**src/rtl/rf_wb_writer.sv**
```systemverilog
// rf_wb_writer: write-back unit owning the single register-file write port.
//
// Merges EXU results (never back-pressured) and LSU load data (queued in a small FIFO) into
// one registered wb2rf_* write request per cycle; the register file commits it on the
// following negedge. EXU always wins the port; the LSU queue drains when the EXU is idle.
//
// Optional feature macro: RF_WB_SCOREBOARD_EN. When defined, a pending-load vector marks
// destination registers of issued loads and drives wb2id_rs*_busy_o. When undefined, the
// load-issue inputs are ignored and both busy outputs are tied to 0.
//
// XLEN, RF_AWIDTH and RF_SIZE normally come from pcore_interface_defs.svh; fallbacks below
// keep this file self-contained when that header is not on the include path.
//
// Ports:
//   rst_n, clk              async active-low reset, clock
//   exe2wb_*                EXU result (valid, rd, data)
//   lsu2wb_valid_i/ready_o  LSU load data handshake; lsu2wb_rd_addr_i/rd_data_i payload
//   lsu2wb_ld_issue_i       load issued, lsu2wb_ld_rd_addr_i is its destination
//   id2wb_rs1/rs2_addr_i    IDU source register queries
//   wb2id_rs1/rs2_busy_o    source register still awaits load data
//   wb2rf_rd_*              registered register-file write request

`ifndef XLEN
`define XLEN 32
`endif
`ifndef RF_AWIDTH
`define RF_AWIDTH 5
`endif
`ifndef RF_SIZE
`define RF_SIZE 32
`endif

module rf_wb_writer #(
  parameter int unsigned LSU_FIFO_DEPTH = 2
) (
  input  logic                  rst_n,
  input  logic                  clk,
  input  logic                  exe2wb_valid_i,
  input  logic [`RF_AWIDTH-1:0] exe2wb_rd_addr_i,
  input  logic [`XLEN-1:0]      exe2wb_rd_data_i,
  input  logic                  lsu2wb_valid_i,
  output logic                  lsu2wb_ready_o,
  input  logic [`RF_AWIDTH-1:0] lsu2wb_rd_addr_i,
  input  logic [`XLEN-1:0]      lsu2wb_rd_data_i,
  input  logic                  lsu2wb_ld_issue_i,
  input  logic [`RF_AWIDTH-1:0] lsu2wb_ld_rd_addr_i,
  input  logic [`RF_AWIDTH-1:0] id2wb_rs1_addr_i,
  input  logic [`RF_AWIDTH-1:0] id2wb_rs2_addr_i,
  output logic                  wb2id_rs1_busy_o,
  output logic                  wb2id_rs2_busy_o,
  output logic                  wb2rf_rd_wr_req_o,
  output logic [`RF_AWIDTH-1:0] wb2rf_rd_addr_o,
  output logic [`XLEN-1:0]      wb2rf_rd_data_o
);

  localparam int unsigned PtrW = $clog2(LSU_FIFO_DEPTH);
  localparam int unsigned CntW = PtrW + 1;

  // LSU result queue
  logic [`RF_AWIDTH-1:0] fifo_addr_q [LSU_FIFO_DEPTH];
  logic [`XLEN-1:0]      fifo_data_q [LSU_FIFO_DEPTH];
  logic [PtrW-1:0]       wr_ptr_q, wr_ptr_d;
  logic [PtrW-1:0]       rd_ptr_q, rd_ptr_d;
  logic [CntW-1:0]       cnt_q, cnt_d;

  logic                  fifo_full, fifo_empty;
  logic                  push, pop, exe_sel;
  logic [`RF_AWIDTH-1:0] head_addr;
  logic [`XLEN-1:0]      head_data;

  // Output register
  logic                  wr_req_q, wr_req_d;
  logic [`RF_AWIDTH-1:0] addr_q, addr_d;
  logic [`XLEN-1:0]      data_q, data_d;

  assign fifo_full  = (cnt_q == CntW'(LSU_FIFO_DEPTH));
  assign fifo_empty = (cnt_q == '0);
  // Ready follows the registered count only; a same-cycle pop does not make room early.
  assign lsu2wb_ready_o = !fifo_full;
  assign push      = lsu2wb_valid_i && !fifo_full;
  assign exe_sel   = exe2wb_valid_i && (exe2wb_rd_addr_i != '0);
  assign pop       = !exe_sel && !fifo_empty;
  assign head_addr = fifo_addr_q[rd_ptr_q];
  assign head_data = fifo_data_q[rd_ptr_q];

  always_comb begin
    wr_ptr_d = wr_ptr_q;
    rd_ptr_d = rd_ptr_q;
    cnt_d    = cnt_q;
    if (push) begin
      wr_ptr_d = wr_ptr_q + PtrW'(1);
    end
    if (pop) begin
      rd_ptr_d = rd_ptr_q + PtrW'(1);
    end
    cnt_d = cnt_q + CntW'(push) - CntW'(pop);
  end

  always_ff @(posedge clk) begin
    if (push) begin
      fifo_addr_q[wr_ptr_q] <= lsu2wb_rd_addr_i;
      fifo_data_q[wr_ptr_q] <= lsu2wb_rd_data_i;
    end
  end

  always_comb begin
    wr_req_d = 1'b0;
    addr_d   = addr_q;
    data_d   = data_q;
    if (exe_sel) begin
      wr_req_d = 1'b1;
      addr_d   = exe2wb_rd_addr_i;
      data_d   = exe2wb_rd_data_i;
    end else if (pop && (head_addr != '0)) begin
      // A popped rd=0 load is dropped silently; addr/data hold.
      wr_req_d = 1'b1;
      addr_d   = head_addr;
      data_d   = head_data;
    end
  end

  always_ff @(posedge clk or negedge rst_n) begin
    if (!rst_n) begin
      wr_ptr_q <= '0;
      rd_ptr_q <= '0;
      cnt_q    <= '0;
      wr_req_q <= 1'b0;
      addr_q   <= '0;
      data_q   <= '0;
    end else begin
      wr_ptr_q <= wr_ptr_d;
      rd_ptr_q <= rd_ptr_d;
      cnt_q    <= cnt_d;
      wr_req_q <= wr_req_d;
      addr_q   <= addr_d;
      data_q   <= data_d;
    end
  end

  assign wb2rf_rd_wr_req_o = wr_req_q;
  assign wb2rf_rd_addr_o   = addr_q;
  assign wb2rf_rd_data_o   = data_q;

`ifdef RF_WB_SCOREBOARD_EN
  logic [`RF_SIZE-1:0] pend_q, pend_d;

  always_comb begin
    pend_d = pend_q;
    if (pop && (head_addr != '0)) begin
      pend_d[head_addr] = 1'b0;
    end
    // Set after clear so a same-cycle issue to the same rd keeps it pending.
    if (lsu2wb_ld_issue_i && (lsu2wb_ld_rd_addr_i != '0)) begin
      pend_d[lsu2wb_ld_rd_addr_i] = 1'b1;
    end
    pend_d[0] = 1'b0;
  end

  always_ff @(posedge clk or negedge rst_n) begin
    if (!rst_n) begin
      pend_q <= '0;
    end else begin
      pend_q <= pend_d;
    end
  end

  assign wb2id_rs1_busy_o = pend_q[id2wb_rs1_addr_i];
  assign wb2id_rs2_busy_o = pend_q[id2wb_rs2_addr_i];
`else
  logic unused_sb;
  assign unused_sb = ^{lsu2wb_ld_issue_i, lsu2wb_ld_rd_addr_i,
                       id2wb_rs1_addr_i, id2wb_rs2_addr_i};
  assign wb2id_rs1_busy_o = 1'b0;
  assign wb2id_rs2_busy_o = 1'b0;
`endif

endmodule

```
**config.mk**
```make
export PLATFORM = sky130hd
export DESIGN_NAME = rf_wb_writer
export DESIGN_NICKNAME = d
export VERILOG_FILES = /design/src/rtl/rf_wb_writer.sv
export SDC_FILE = /design/constraint.sdc
export NUM_CORES = 1
export LEC_CHECK = 0
export BUFFER_PORTS_ARGS = -buffer_cell sky130_fd_sc_hd__buf_2
export CORE_MARGIN = 3
export CORE_UTILIZATION = 50
export CTS_CLUSTER_DIAMETER = 80
export DETAILED_ROUTE_END_ITERATION = 7
export PLACE_DENSITY = 0.84
export SETUP_SLACK_MARGIN = 0.02
export SKIP_CTS_REPAIR_TIMING = 1
export SYNTH_ARGS = -nofsm -noshare
export SYNTH_HDL_FRONTEND = slang
export SYNTH_SLANG_ARGS = --single-unit
```
**constraint.sdc**
```tcl
create_clock -name clk -period 3.2 [get_ports clk]
set_input_delay 0.16 -clock clk [delete_from_list [all_inputs] [get_ports clk]]
set_output_delay 0.16 -clock clk [all_outputs]
set_load 0.02 [all_outputs]
```
## Word-level counts from Yosys, hierarchy flattened

Memory sizes are Yosys's and may differ from the RTL's.
Cells that the tools add are included.

| word-level totals | value |
|---|---|
| register bits after elaboration | 42 |
| RAM bits | 74 |
| input bits | 94 |
| output and inout bits | 41 |
| logic and storage cells | 32 |
| memories kept | 2 |

| operators by class | value |
|---|---|
| add/subtract/negate cells | 4 |
| equal/unequal tests | 1 |
| mux-type cells | 8 |
| reductions and logical operators | 11 |

Memories:

| name | words | bits a word | rd ports | clocked after Yosys merged registers in | write ports | RTL line | RTL |
|---|---|---|---|---|---|---|---|
| fifo_data_q | 2 | 32 | 1 | 0 | 1 | 61 | `` logic [`XLEN-1:0] fifo_data_q [LSU_FIFO_DEPTH]; `` |
| fifo_addr_q | 2 | 5 | 1 | 0 | 1 | 60 | `` logic [`RF_AWIDTH-1:0] fifo_addr_q [LSU_FIFO_DEPTH]; `` |

Operator list:

| kind | count |
|---|---|
| $mux 32 | 2 |
| $mux 5 | 2 |
| $reduce_bool 5->1 | 2 |
| $logic_and 1x1->1 | 4 |
| $mux 1 | 4 |
| $logic_not 1->1 | 3 |
| $add 1x1->1 const B | 2 |
| $add 2x1->2 | 1 |
| $eq 2x2->1 const B | 1 |
| $logic_not 2->1 | 1 |
| $reduce_bool 2->1 | 1 |
| $sub 2x1->2 | 1 |

## Logic depth before layout (Yosys ltp)

| depth | value |
|---|---|
| depth in word-level cells | 7 |
| mapped depth | 8 |
| mapped depth without buffers | 8 |

## Worst setup path after synthesis

No wires, ideal clock.

| timing path | value |
|---|---|
| path type | register -> register |
| start point | register cnt_q[1] |
| end point | memory fifo_addr_q[0][0] (netlist bit), enable pin |
| setup time | 431 ps |
| arrival | 2,326 ps |
| data required time | 2,769 ps |
| slack | 442 ps |
| stages on the path, launching flop included | 4 |
| path buffers | 0 |
| period minus slack after synthesis | 2,758 ps |
| path through | dfrtp_1 nand2b_1 nand2_1 nor2_1 |

| between the ends | value |
|---|---|
| word-level cells in the longest chain between the ends | 5 |

Ends and longest elaborated chain:

| element | RTL line | RTL |
|---|---|---|
| start, declared | 64 | `logic [CntW-1:0] cnt_q, cnt_d;` |
| start signal, assigned | 133 | `cnt_q <= cnt_d;` |
| $eq 2x2->1 | 76 | `assign fifo_full = (cnt_q == CntW'(LSU_FIFO_DEPTH));` |
| $logic_not 1->1 | n/a |  |
| via lsu2wb_ready_o | 42 | `output logic lsu2wb_ready_o,` |
| $logic_and 1x1->1 | 80 | `assign push = lsu2wb_valid_i && !fifo_full;` |
| $mux 1 | 100 | `if (push) begin` |
| $mux 1 (not written as such) | 101 | `fifo_addr_q[wr_ptr_q] <= lsu2wb_rd_addr_i;` |
| end, declared | 60 |  |

The timed path passes the listed nets, and every way through them passes these cells.

## Worst setup path in the final report

| timing path | value |
|---|---|
| start point | register rd_ptr_q |
| end point | register data_q[15] (netlist: wb2rf_rd_data_o[15]) |

| between the ends | value |
|---|---|
| word-level cells in the longest chain between the ends | 4 |
| elaborated cells on any way between the ends | 7 |
| those cells by class | mux: 2; reduce/logical: 3; memory: 2 |

Ends and longest elaborated chain:

| element | RTL line | RTL |
|---|---|---|
| start, declared | 63 | `logic [PtrW-1:0] rd_ptr_q, rd_ptr_d;` |
| start signal, assigned | 132 | `rd_ptr_q <= rd_ptr_d;` |
| $mem_v2 2x5 | n/a |  |
| $reduce_bool 5->1 | 114 | `end else if (pop && (head_addr != '0)) begin` |
| $logic_and 1x1->1 | 114 |  |
| $reduce_bool 2->1 (no source line) | n/a |  |
| end signal, assigned | 136 | `data_q <= data_d;` |
| end, declared | 74 | `` logic [`XLEN-1:0] data_q, data_d; `` |

Several ways; a longest one is shown, not always the timed one. The select of a mux whose other input is x is not followed.
A chain may end at the register's enable or synchronous reset.

==> out/metrics.csv <==
stage,metric,value,unit
setup_path,reg2reg_to,wb2rf_rd_data_o[15]$_DFFE_PN0P_,
timing,fin_crit,2.32,ns
grt,grt_overflow_total,0,
grt,grt_pass1_vias,3014,
cells_and_area,diodes,0,
setup_path,critPathLaunchType,register,
cells_and_area,layout_common_cells,"buf_2 (116), mux2_2 (82), edfxtp_1 (74)",
timing,maxSlewViolCount,0,
setup_path,required,3.58,ns
placed_design,dpl_cell_area,0.00558,sq mm
run_status,status,finished clean,
worst_hold_path,min_to,wb2rf_rd_data_o[22]$_DFFE_PN0P_,
setup_path,worstPathMaxFanout,20,
cts,tritoncts_num_sinks,116,
timing,rsz0062_at_grt,no,
drt,drc,0,
drt,drt_iter0_drc,108,
setup_path,end_kind,register,
floorplanning,fp.dieArea,0.0109,sq mm
drt,routedWlPerCell,17.2,um
power_and_ir_drop,ir_worst_vdd,0.658,mV
setup_path,timing.rr.start,rd_ptr_q$_DFFE_PN0P_,
cts,cts_max_level,4,
floorplanning,core_area,0.00933,sq mm
grt,grt_pass1_wl,15500,um
setup_path,criticalPathCategory,register to register,
cts,clkTransAtPathRegs,0.06,ns
power_and_ir_drop,leakage,2.73,nW
floorplanning,start_util,51.7,%
synthesis,yosys_warnings,0,
grt,grt_usage,18.5,%
cts,root_buffer,clkbuf_8,
drt,first_pass_iters,4,
floorplanning,row_count,35,
floorplanning,ios,135,
power_and_ir_drop,p_per_area,903,mW/mm^2
cells_and_area,drive_gt1_share,57.8,%
placed_design,gp_congestion,0.746,
cells_and_area,nets,531,
worst_hold_path,hold_depth,3,
timing,fin_crit_sh,72.4,%
timing,skew,0.0133,ns
synthesis,yosys.cell_types.count,27,
placed_design,pre_cts_slack,0.791,ns
drt,routed_wl,9940,um
cells_and_area,fin_area,0.00653,sq mm
setup_path,crit_chain,or4b_1 -> nor3_1 -> o31ai_4 -> buf_12 -> mux2_2,
cells_and_area,syn_to_final_growth,35.3,%
cts,clk_latency,0.50,ns
placed_design,dpl.hpwl,6230,um
timing,slew_headroom,24.7,%
synthesis,ys_ff_latch,116,
timing,setup_viol,0,
floorplanning,die_x,104,um
synthesis,syn-instance-count,268,
drt,viasPerCell,4.96,
setup_path,cp_data_arrival_time,2.69,ns
floorplanning,die_h,104,um
worst_hold_path,hold_path_class,input pin to register,
timing,tns,0,ns
cts,cts_buffer_depth,2,
setup_path,r2r_setup_slack,0.88,ns
cells_and_area,mostFrequentLayoutCell,buf_2,
setup_path,critPathMaxStageDelay,0.89,ns
drt,ant_nets,0,
synthesis,ys_seq_area_share,67.8,%
cells_and_area,utilization,70.0,%
power_and_ir_drop,finalPower,5.89,mW
cts,numCtsBuffers,17,
drt,routed-via-count,2863,
cells_and_area,multi_input_area,0.00149,sq mm
synthesis,syn_avg_cell_area,18.0,sq um
grt,antenna_found_initial,0,
grt,grt_max_degree,38,
setup_path,rr_worst_depth,5,
placed_design,place.port_buffers,116,
synthesis,synth_area,0.00482,sq mm
cells_and_area,fillers,625,
timing,worst_slack,0.885,ns
cells_and_area,regArea,0.00327,sq mm
cts,cts_tree,done,
worst_hold_path,hold_start,exe2wb_rd_data_i[22],
setup_path,cp_slowest_cell,o31ai_4,
timing,clock.fmax,432,MHz
timing,hold_violations,0,
timing,worst_pin_slew,1.13,ns
job,max-cap-violations,0,
-- worst max-delay path by stage --
stage | start | to | slack (ns) | cells after the start
floorplan | cnt_q[1]$_DFF_PN0_ | fifo_addr_q[0][0]$_DFFE_PP_ | 0.44 | 3
global placement | rd_ptr_q$_DFFE_PN0P_ | wb2rf_rd_data_o[15]$_DFFE_PN0P_ | 0.87 | 5
detailed placement | rd_ptr_q$_DFFE_PN0P_ | wb2rf_rd_data_o[15]$_DFFE_PN0P_ | 0.79 | 5
CTS | rd_ptr_q$_DFFE_PN0P_ | wb2rf_rd_data_o[15]$_DFFE_PN0P_ | 0.80 | 5
global route | rd_ptr_q$_DFFE_PN0P_ | wb2rf_rd_data_o[15]$_DFFE_PN0P_ | 0.75 | 5
finish | rd_ptr_q$_DFFE_PN0P_ | wb2rf_rd_data_o[15]$_DFFE_PN0P_ | 0.88 | 5
-- report_power, final --
group / switching (mW) / internal, mW
combinational: 0.919 / 0.865
sequential: 0.194 / 2.10
clock: 0.619 / 1.20
-- through the flow --
step / std cells / hold slack [ns]
after floorplan: 269 / -0.136
after global placement: 507 / 0.104
after detailed placement: 507 / 0.109
after CTS: 539 / -0.422
after global routing: 577 / 0.00108
final: 577 / 0.0175
-- cell usage after synthesis (all sizes together) --
| master | n | area, sq um |
|---|---|---|
| mux2 | 101 | 1210 |
| edfxtp | 74 | 2220 |
| dfrtp | 42 | 1050 |
| buf | 10 | 68.8 |
| nand2 | 6 | 22.5 |
| o21ai | 6 | 41.3 |
| mux2i | 5 | 50.1 |
| clkbuf | 4 | 15.0 |
| nor2 | 3 | 11.3 |
| xnor2 | 3 | 26.3 |
| ha | 2 | 25.0 |
| nor3 | 2 | 10.0 |
| or4 | 2 | 18.8 |
| and3 | 1 | 6.26 |
| conb | 1 | 3.75 |
| inv | 1 | 3.75 |
| nand2b | 1 | 6.26 |
| o21a | 1 | 7.51 |
| o31ai | 1 | 7.51 |
| or4b | 1 | 10.0 |
| xor2 | 1 | 8.76 |
-- worst max-delay path, delay by kind of cell (launching register included) --
kind,cells,cell delay (ns)
muxes,1,0.35
and+or+nand+nor,2,0.22
DFF,1,0.43
buffers and inverters,1,0.29
AOI/OAI and AO/OA,1,0.89
-- registers in the layout, indices dropped and copies added (netlist names) --
register / count
wr_ptr_q: 1
cnt_q: 2
wb2rf_rd_wr_req_o: 1
wb2rf_rd_data_o: 32
fifo_data_q: 64
fifo_addr_q: 10
rd_ptr_q: 1
wb2rf_rd_addr_o: 5
-- area by class of cell --
class	count	share of cell area (%)
well taps	129	2.47
clock inverters	11	2.07
clock buffers	21	6.73
flip-flops and latches	116	50.1
inverters	1	0.0575
multi-input cells	138	22.8
repair buffers	161	15.7
-- routing by layer --
metal	up-vias	GRT usage, %	share of wire, %
met5	-	0	0
met4	0	5.79	0.96
met3	11	4.78	4.3
met2	86	31.0	51
met1	1420	23.8	43
li1	1346	-	-
-- logic make-up after synthesis --
group	Yosys count	synth area share, %
buffers and inverters	15	1.82
DFF	116	67.8
and+or+nand+nor	16	1.76
adders and majority gates	2	0.519
xor gates and xnor gates	4	0.726
muxes	106	26.1
other	1	0.0777
AOI/OAI and AO/OA	8	1.17
(Power assumes the default switching activity.)
